==> config.mk <==
export PLATFORM = sky130hd
export DESIGN_NAME = queue_alu_core_flat
export DESIGN_NICKNAME = d
export VERILOG_FILES = /design/src/rtl/queue_alu_pkg.sv /design/src/rtl/queue_alu_core_if.sv /design/src/rtl/queue_alu_divider.sv /design/src/rtl/queue_alu_core.sv /design/src/flat_wrapper.sv
export SDC_FILE = /design/constraint.sdc
export NUM_CORES = 1
export LEC_CHECK = 0
export ABC_AREA = 1
export CORE_AREA = 2 2 145 91
export CTS_CLUSTER_SIZE = 25
export DETAILED_ROUTE_END_ITERATION = 8
export DIE_AREA = 0 0 147 93
export PLACE_DENSITY = 0.78
export SLEW_MARGIN = 15
export SYNTH_ARGS = -nofsm -noshare
export SYNTH_HDL_FRONTEND = slang
export SYNTH_SLANG_ARGS = --single-unit
==> constraint.sdc <==
create_clock -name clk -period 7.5 [get_ports clk]
set_input_delay 1.125 -clock clk [delete_from_list [all_inputs] [get_ports clk]]
set_output_delay 1.125 -clock clk [all_outputs]
set_load 0.02 [all_outputs]
==> src/rtl/queue_alu_pkg.sv <==
// Shared opcodes, response error codes and FSM states for the queue ALU core.
package queue_alu_pkg;

  localparam logic [2:0] OP_PUSH = 3'd0;
  localparam logic [2:0] OP_POP  = 3'd1;
  localparam logic [2:0] OP_ADD  = 3'd2;
  localparam logic [2:0] OP_MUL  = 3'd3;
  localparam logic [2:0] OP_SUB  = 3'd4;
  localparam logic [2:0] OP_DIV  = 3'd5;
  localparam logic [2:0] OP_REM  = 3'd6;

  localparam logic [2:0] ERR_OK        = 3'd0;
  localparam logic [2:0] ERR_UNDERFLOW = 3'd1;
  localparam logic [2:0] ERR_OVERFLOW  = 3'd2;
  localparam logic [2:0] ERR_DIVZERO   = 3'd3;
  localparam logic [2:0] ERR_ILLEGAL   = 3'd4;

  typedef enum logic [1:0] {
    IDLE,
    DIV,
    DONE
  } state_e;

endpackage

==> src/rtl/queue_alu_core_if.sv <==
// Command/response bundle of the queue ALU core; master drives commands, slave is the core.
interface queue_alu_core_if #(
  parameter int WIDTH = 8,
  parameter int DEPTH = 4
);
  localparam int CW = $clog2(DEPTH + 1);

  logic             cmd_valid;
  logic             cmd_ready;
  logic [2:0]       cmd_op;
  logic [WIDTH-1:0] cmd_data;
  logic             rsp_valid;
  logic [WIDTH-1:0] rsp_data;
  logic [2:0]       rsp_err;
  logic [CW-1:0]    q_count;

  modport master (
    output cmd_valid, cmd_op, cmd_data,
    input  cmd_ready, rsp_valid, rsp_data, rsp_err, q_count
  );

  modport slave (
    input  cmd_valid, cmd_op, cmd_data,
    output cmd_ready, rsp_valid, rsp_data, rsp_err, q_count
  );

endinterface

==> src/rtl/queue_alu_divider.sv <==
// Iterative unsigned restoring divider: one quotient bit per cycle, WIDTH cycles after start.
module queue_alu_divider #(
  parameter int WIDTH = 8
) (
  input  logic             clk,
  input  logic             rst,
  input  logic             start,
  input  logic [WIDTH-1:0] dividend,
  input  logic [WIDTH-1:0] divisor,
  output logic             busy,
  output logic             done,
  output logic [WIDTH-1:0] quotient,
  output logic [WIDTH-1:0] remainder
);
  localparam int CW = $clog2(WIDTH + 1);

  logic [WIDTH-1:0] rem_q, quo_q, dvs_q;
  logic [CW-1:0]    cnt_q;
  logic             busy_q;
  logic [WIDTH:0]   shifted, diff;
  logic             fits;

  assign shifted = {rem_q, quo_q[WIDTH-1]};
  assign diff    = shifted - {1'b0, dvs_q};
  assign fits    = !diff[WIDTH];

  always_ff @(posedge clk or negedge rst) begin
    if (!rst) begin
      rem_q  <= '0;
      quo_q  <= '0;
      dvs_q  <= '0;
      cnt_q  <= '0;
      busy_q <= 1'b0;
    end else if (start) begin
      rem_q  <= '0;
      quo_q  <= dividend;
      dvs_q  <= divisor;
      cnt_q  <= CW'(WIDTH);
      busy_q <= 1'b1;
    end else if (busy_q) begin
      rem_q  <= fits ? diff[WIDTH-1:0] : shifted[WIDTH-1:0];
      quo_q  <= {quo_q[WIDTH-2:0], fits};
      cnt_q  <= cnt_q - CW'(1);
      busy_q <= (cnt_q != CW'(1));
    end
  end

  // done marks the cycle whose closing edge commits the final quotient bit
  assign done      = busy_q && (cnt_q == CW'(1));
  assign busy      = busy_q;
  assign quotient  = quo_q;
  assign remainder = rem_q;

endmodule

==> src/rtl/queue_alu_core.sv <==
// Queue ALU core: circular operand FIFO, single-cycle PUSH/POP/ADD/MUL/SUB, iterative DIV/REM.
// Define QALU_SIGNED_EN for two's-complement SUB/DIV/REM; the default build is unsigned.
module queue_alu_core
  import queue_alu_pkg::*;
#(
  parameter int WIDTH = 8,
  parameter int DEPTH = 4
) (
  input logic             clk,
  input logic             rst,
  queue_alu_core_if.slave bus
);
  localparam int PW = $clog2(DEPTH);
  localparam int CW = $clog2(DEPTH + 1);
  typedef logic [PW-1:0] ptr_t;

  state_e           state, state_next;
  logic [WIDTH-1:0] mem [DEPTH];
  ptr_t             head, tail, head_next, tail_next, ptr_b, ptr_c;
  logic [CW-1:0]    count, count_next;
  logic [WIDTH-1:0] op_a, op_b, alu_result, mem_wdata;
  logic             mem_we, accept;
  logic             rsp_valid, rsp_valid_next;
  logic [WIDTH-1:0] rsp_data, rsp_data_next;
  logic [2:0]       rsp_err, rsp_err_next;
  logic             rem_op, rem_op_next;
  logic             div_start, div_busy, div_done;
  logic [WIDTH-1:0] div_dividend, div_divisor, div_quo, div_rem, div_result;

  function automatic ptr_t ptr_inc(input ptr_t p);
    return (p == ptr_t'(DEPTH - 1)) ? '0 : p + ptr_t'(1);
  endfunction

  assign ptr_b = ptr_inc(head);
  assign ptr_c = ptr_inc(ptr_b);
  assign op_a  = mem[head];
  assign op_b  = mem[ptr_b];

  assign accept        = bus.cmd_valid && bus.cmd_ready;
  assign bus.cmd_ready = (state == IDLE) && !div_busy;
  assign bus.rsp_valid = rsp_valid;
  assign bus.rsp_data  = rsp_data;
  assign bus.rsp_err   = rsp_err;
  assign bus.q_count   = count;

  always_comb begin
    alu_result = '0;
    case (bus.cmd_op)
      OP_ADD:  alu_result = op_a + op_b;
      OP_SUB:  alu_result = op_a - op_b;
      OP_MUL:  alu_result = op_a * op_b;
      default: alu_result = '0;
    endcase
  end

`ifdef QALU_SIGNED_EN
  logic quo_neg, rem_neg;

  // Divider sees magnitudes only; the signs are remembered here and applied in DONE
  always_ff @(posedge clk or negedge rst) begin
    if (!rst) begin
      quo_neg <= 1'b0;
      rem_neg <= 1'b0;
    end else if (div_start) begin
      quo_neg <= op_a[WIDTH-1] ^ op_b[WIDTH-1];
      rem_neg <= op_a[WIDTH-1];
    end
  end

  assign div_dividend = op_a[WIDTH-1] ? -op_a : op_a;
  assign div_divisor  = op_b[WIDTH-1] ? -op_b : op_b;
  assign div_result   = rem_op ? (rem_neg ? -div_rem : div_rem)
                               : (quo_neg ? -div_quo : div_quo);
`else
  assign div_dividend = op_a;
  assign div_divisor  = op_b;
  assign div_result   = rem_op ? div_rem : div_quo;
`endif

  queue_alu_divider #(.WIDTH(WIDTH)) u_divider (
    .clk       (clk),
    .rst       (rst),
    .start     (div_start),
    .dividend  (div_dividend),
    .divisor   (div_divisor),
    .busy      (div_busy),
    .done      (div_done),
    .quotient  (div_quo),
    .remainder (div_rem)
  );

  always_comb begin
    state_next     = state;
    head_next      = head;
    tail_next      = tail;
    count_next     = count;
    mem_we         = 1'b0;
    mem_wdata      = '0;
    rsp_valid_next = 1'b0;
    rsp_data_next  = rsp_data;
    rsp_err_next   = rsp_err;
    rem_op_next    = rem_op;
    div_start      = 1'b0;

    case (state)
      IDLE: begin
        if (accept) begin
          rsp_valid_next = 1'b1;
          rsp_data_next  = '0;
          rsp_err_next   = ERR_OK;
          case (bus.cmd_op)
            OP_PUSH: begin
              if (count < CW'(DEPTH)) begin
                mem_we        = 1'b1;
                mem_wdata     = bus.cmd_data;
                tail_next     = ptr_inc(tail);
                count_next    = count + CW'(1);
                rsp_data_next = bus.cmd_data;
              end else begin
                rsp_err_next = ERR_OVERFLOW;
              end
            end
            OP_POP: begin
              if (count != '0) begin
                rsp_data_next = op_a;
                head_next     = ptr_b;
                count_next    = count - CW'(1);
              end else begin
                rsp_err_next = ERR_UNDERFLOW;
              end
            end
            // A full queue has tail == head; op_a is read before that slot is overwritten
            OP_ADD, OP_SUB, OP_MUL: begin
              if (count >= CW'(2)) begin
                mem_we        = 1'b1;
                mem_wdata     = alu_result;
                head_next     = ptr_c;
                tail_next     = ptr_inc(tail);
                count_next    = count - CW'(1);
                rsp_data_next = alu_result;
              end else begin
                rsp_err_next = ERR_UNDERFLOW;
              end
            end
            OP_DIV, OP_REM: begin
              if (count >= CW'(2)) begin
                head_next  = ptr_c;
                count_next = count - CW'(2);
                if (op_b == '0) begin
                  rsp_err_next = ERR_DIVZERO;
                end else begin
                  rsp_valid_next = 1'b0;
                  div_start      = 1'b1;
                  rem_op_next    = (bus.cmd_op == OP_REM);
                  state_next     = DIV;
                end
              end else begin
                rsp_err_next = ERR_UNDERFLOW;
              end
            end
            default: rsp_err_next = ERR_ILLEGAL;
          endcase
        end
      end
      DIV: begin
        if (div_done) state_next = DONE;
      end
      DONE: begin
        mem_we         = 1'b1;
        mem_wdata      = div_result;
        tail_next      = ptr_inc(tail);
        count_next     = count + CW'(1);
        rsp_valid_next = 1'b1;
        rsp_data_next  = div_result;
        rsp_err_next   = ERR_OK;
        state_next     = IDLE;
      end
      default: state_next = IDLE;
    endcase
  end

  always_ff @(posedge clk or negedge rst) begin
    if (!rst) begin
      state     <= IDLE;
      head      <= '0;
      tail      <= '0;
      count     <= '0;
      rsp_valid <= 1'b0;
      rsp_data  <= '0;
      rsp_err   <= ERR_OK;
      rem_op    <= 1'b0;
    end else begin
      state     <= state_next;
      head      <= head_next;
      tail      <= tail_next;
      count     <= count_next;
      rsp_valid <= rsp_valid_next;
      rsp_data  <= rsp_data_next;
      rsp_err   <= rsp_err_next;
      rem_op    <= rem_op_next;
    end
  end

  always_ff @(posedge clk) begin
    if (mem_we) mem[tail] <= mem_wdata;
  end

endmodule

==> src/flat_wrapper.sv <==
// flat-port wrapper written by rule: the top's interface ports become plain ports
module queue_alu_core_flat import queue_alu_pkg::*;
#(
  parameter int WIDTH = 8,
  parameter int DEPTH = 4
)
  (clk, rst, bus_cmd_valid, bus_cmd_op, bus_cmd_data, bus_cmd_ready, bus_rsp_valid, bus_rsp_data, bus_rsp_err, bus_q_count);
  queue_alu_core_if #(.WIDTH(WIDTH), .DEPTH(DEPTH)) bus_i ();
  input logic clk;
  input logic rst;
  input wire logic [$bits(bus_i.cmd_valid)-1:0] bus_cmd_valid;
  input wire logic [$bits(bus_i.cmd_op)-1:0] bus_cmd_op;
  input wire logic [$bits(bus_i.cmd_data)-1:0] bus_cmd_data;
  output wire logic [$bits(bus_i.cmd_ready)-1:0] bus_cmd_ready;
  output wire logic [$bits(bus_i.rsp_valid)-1:0] bus_rsp_valid;
  output wire logic [$bits(bus_i.rsp_data)-1:0] bus_rsp_data;
  output wire logic [$bits(bus_i.rsp_err)-1:0] bus_rsp_err;
  output wire logic [$bits(bus_i.q_count)-1:0] bus_q_count;
  assign bus_i.cmd_valid = bus_cmd_valid;
  assign bus_i.cmd_op = bus_cmd_op;
  assign bus_i.cmd_data = bus_cmd_data;
  assign bus_cmd_ready = bus_i.cmd_ready;
  assign bus_rsp_valid = bus_i.rsp_valid;
  assign bus_rsp_data = bus_i.rsp_data;
  assign bus_rsp_err = bus_i.rsp_err;
  assign bus_q_count = bus_i.q_count;
  queue_alu_core #(.WIDTH(WIDTH), .DEPTH(DEPTH)) u_core (.clk(clk), .rst(rst), .bus(bus_i));
endmodule
==> summary.md <==
| Metric | Value |
|---|---|
| Worst-path maximum fanout | 27 |
| Yosys warning count | 0 |
| Setup_tns | 0 ns |
| Root buf cell | clkbuf_16 |
| Filler instances | 1131 |
| Period utilization | 80.5% |
| Measured slew at the worst slew-check pin | 0.874 ns |
| Final non-filler cell total | 1073 |
| Post-Syn Area | 6620 sq um |
| Top cell by count, worst path | nand2_1 |
| Initial cell density of the core | 53.4% |
| Clk_lat worst skew | 0.35 ns |
| Commonest non-fill, non-tap cell in the layout | nand2_1 |
| Synth cell types | 48 |
| Mean Syn Cell Area | 7.55 sq um |
| Synth-to-layout area growth | 10.4% |
| Unrepaired setup endpoints after global routing | false |
| Syn_nets | 949 |
| Most frequent cells in the layout | 253 x nand2_1, 133 x inv_1, 60 x nand3_1, 56 x nor2_1, 53 x o21ai_0 |
| Area occupied by multi-input gates | 3690 sq um |
| Status | finished, final reports clean |
| Post-place setup slack | 1.55 ns |
| Critical path's top delay family | adder cells |
| Post-CTS Hold Buffers | 0 |
| CTS Buf Count | 9 |
| Total Wirelength | 18300 microns |
| Gpl congestion | 1.04 |
| Vias in the first global route | 5522 |
| CP Launch Type | flip-flop |
| DRC errors left | 0 |
| CP endpoint kind | flip-flop |
| Ports | 30 |
| Synth area leaders | dfrtp_1 19%, edfxtp_1 15%, nand2_1 14%, ha_1 8.3%, inv_1 7.5% |
| Number of nets in the layout | 970 |
| CP max stage delay | 0.69 ns |
| Max-slew violations | 0 |
| Post-synth EDFFs | 32 |
| First DRT Iteration DRCs | 841 |
| Core area | 12400 sq um |
| Routed wire length per instance | 17.1 microns |
| Worst slew margin | 41.2% |
| CTS clk-pin slew, worst paths | 0.06 ns |
| Number of hold violations in the final report | 0 |
| DP Cell Count | 1057 |
| Ys flop type | dfrtp_1 |
| Routed vias/inst | 5.61 |
| WP data required | 7.57 ns |
| Max Fclk | 0.166 GHz |
| Setup Viol. Count Final | 0 |
| Seq/Total Area, Yosys | 33.8% |
| Final Critical Period | 6.04 ns |
| Final core utilization | 58.9% |
| Reg area | 2240 sq um |
| Grt ovf | 0 |
| Area leader, netlist | dfrtp_1 |
| DIE AREA | 13700 sq um |
| Die H | 93 microns |
| Post-cts sizing count | 0 |
| CTS Sinks | 83 |
| Tightest Hold Check Type | reg -> reg |
| Layout cells sized above 1 | 7.75% |
| Row cnt | 32 |
| Worst Path Class, Setup | reg -> reg |
| Post-synth top area share | 19.3% |
| CTS tree | yes |
| Initial antenna violation count | 0 |
| First-pass GRT wire length | 29600 microns |
| Setup repair bufs after CTS | 0 |
| Arrival @ worst endpoint | 6.11 ns |
| GRT Total Usage | 27.9% |
| Htree depth | 3 |
| Slowest CP cell | dfrtp_1 |
| Final Skew | 0.0109 ns |
| DP Wirelength | 14100 microns |
| Setup slack after layout | 1.46 ns |
| First-pass iteration count of the detailed router | 5 |
| CTS max path bufs | 2 |
| Largest net degree at the start of global routing | 52 |
| R2R setup slack | 1.46 ns |
| Cells after synthesis | 877 |
| Post-synth ARST share | 61.4% |
| PortBufs | 29 |
| Antenna-violating nets left | 0 |
| Buf+Inv Stages, Crit Path | 7 |
| Vias | 6017 |
| Antenna Cells | 0 |
| Die Wd | 147 microns |
| Max-cap violations | 0 |
| #FFs+latches synth | 83 |
-- cell usage after synthesis (6+ instances only) --
master,instances
clkbuf_1,6
edfxtp_1,32
nand3_2,9
nor2_1,56
o221ai_1,8
nand3_1,60
inv_1,133
nand2_2,18
o21ai_0,53
fa_1,14
inv_2,6
o211ai_1,9
ha_1,44
dfrtp_1,51
nand2_1,253
xor2_1,15
a22oi_1,6
a21oi_1,32
buf_2,7
-- worst register-to-register path, delay by kind of cell, from the launching register on --
| family | cells | cell delay (ns) |
|---|---|---|
| adders and majority gates | 6 | 2.70 |
| buffers and inverters | 7 | 0.50 |
| and+or+nand+nor | 22 | 1.87 |
| DFF | 1 | 0.69 |
-- path summary, 6_finish.rpt --
| kind | start | end | cells after the start |
|---|---|---|---|
| max in group asynchronous | rst | u_core.head[0] | 2 |
| worst min-delay path | u_core.u_divider.dvs_q[2] | u_core.u_divider.dvs_q[2] | 2 |
| min in group asynchronous | rst | u_core.u_divider.cnt_q[3] | 2 |
| worst max register to register | u_core.head[0] | u_core.mem[1][7] | 35 |
| worst min register to register | u_core.u_divider.dvs_q[2] | u_core.u_divider.dvs_q[2] | 2 |
| worst max-delay path | u_core.head[0] | u_core.mem[1][7] | 35 |
-- cell families (layout without fill, tap and decap cells) --
logic type	count (synthesis)	in the layout	synth area share, %
simple gates	418	418	28.3
buf+inv	163	189	10.5
compound gates	134	134	12.0
flops	83	83	33.8
fa+ha+maj	58	58	12.5
xor+xnor	21	21	2.89
-- routing by layer --
| layer | share of wire [%] | vias to the layer above | global-route usage (%) |
|---|---|---|---|
| met4 | 1.9 | 0 | 7.53 |
| met1 | 48 | 2793 | 44.2 |
| met5 | 0 | - | 0 |
| met2 | 39 | 329 | 38.0 |
| li1 | - | 2865 | - |
| met3 | 11 | 30 | 6.05 |
-- stage by stage --
stage / area, sq um / hold slack (ns)
floorplan: 6620 / 0.453
global placement: 6990 / 0.470
detailed placement: 6990 / 0.480
CTS: 7310 / 0.502
global route: 7310 / 0.527
finish: 7310 / 0.501
-- layout make-up --
type	instances	share of cell area, %
Clock inverter	5	1.16
Sequential cell	83	30.6
Inverter	141	7.44
Clock buffer	11	3.18
Multi-Input combinational cell	631	50.5
Tap cell	170	2.91
Timing Repair Buffer	32	4.21
-- registers in the layout, indices dropped and copies added, names as in the netlist --
register                    flops
u_core.u_divider.cnt_q          4
u_core.bus.rsp_data             8
u_core.bus.rsp_err              3
u_core.tail                     2
u_core.u_divider.busy           1
u_core.state                    2
u_core.head                     2
u_core.u_divider.quotient       8
u_core.bus.q_count              3
u_core.mem                     32
u_core.rem_op                   1
u_core.u_divider.remainder      8
u_core.u_divider.dvs_q          8
u_core.bus.rsp_valid            1
Power is not shown: default switching activity piles up to over one toggle a cycle in this logic, so the estimate is an artifact.
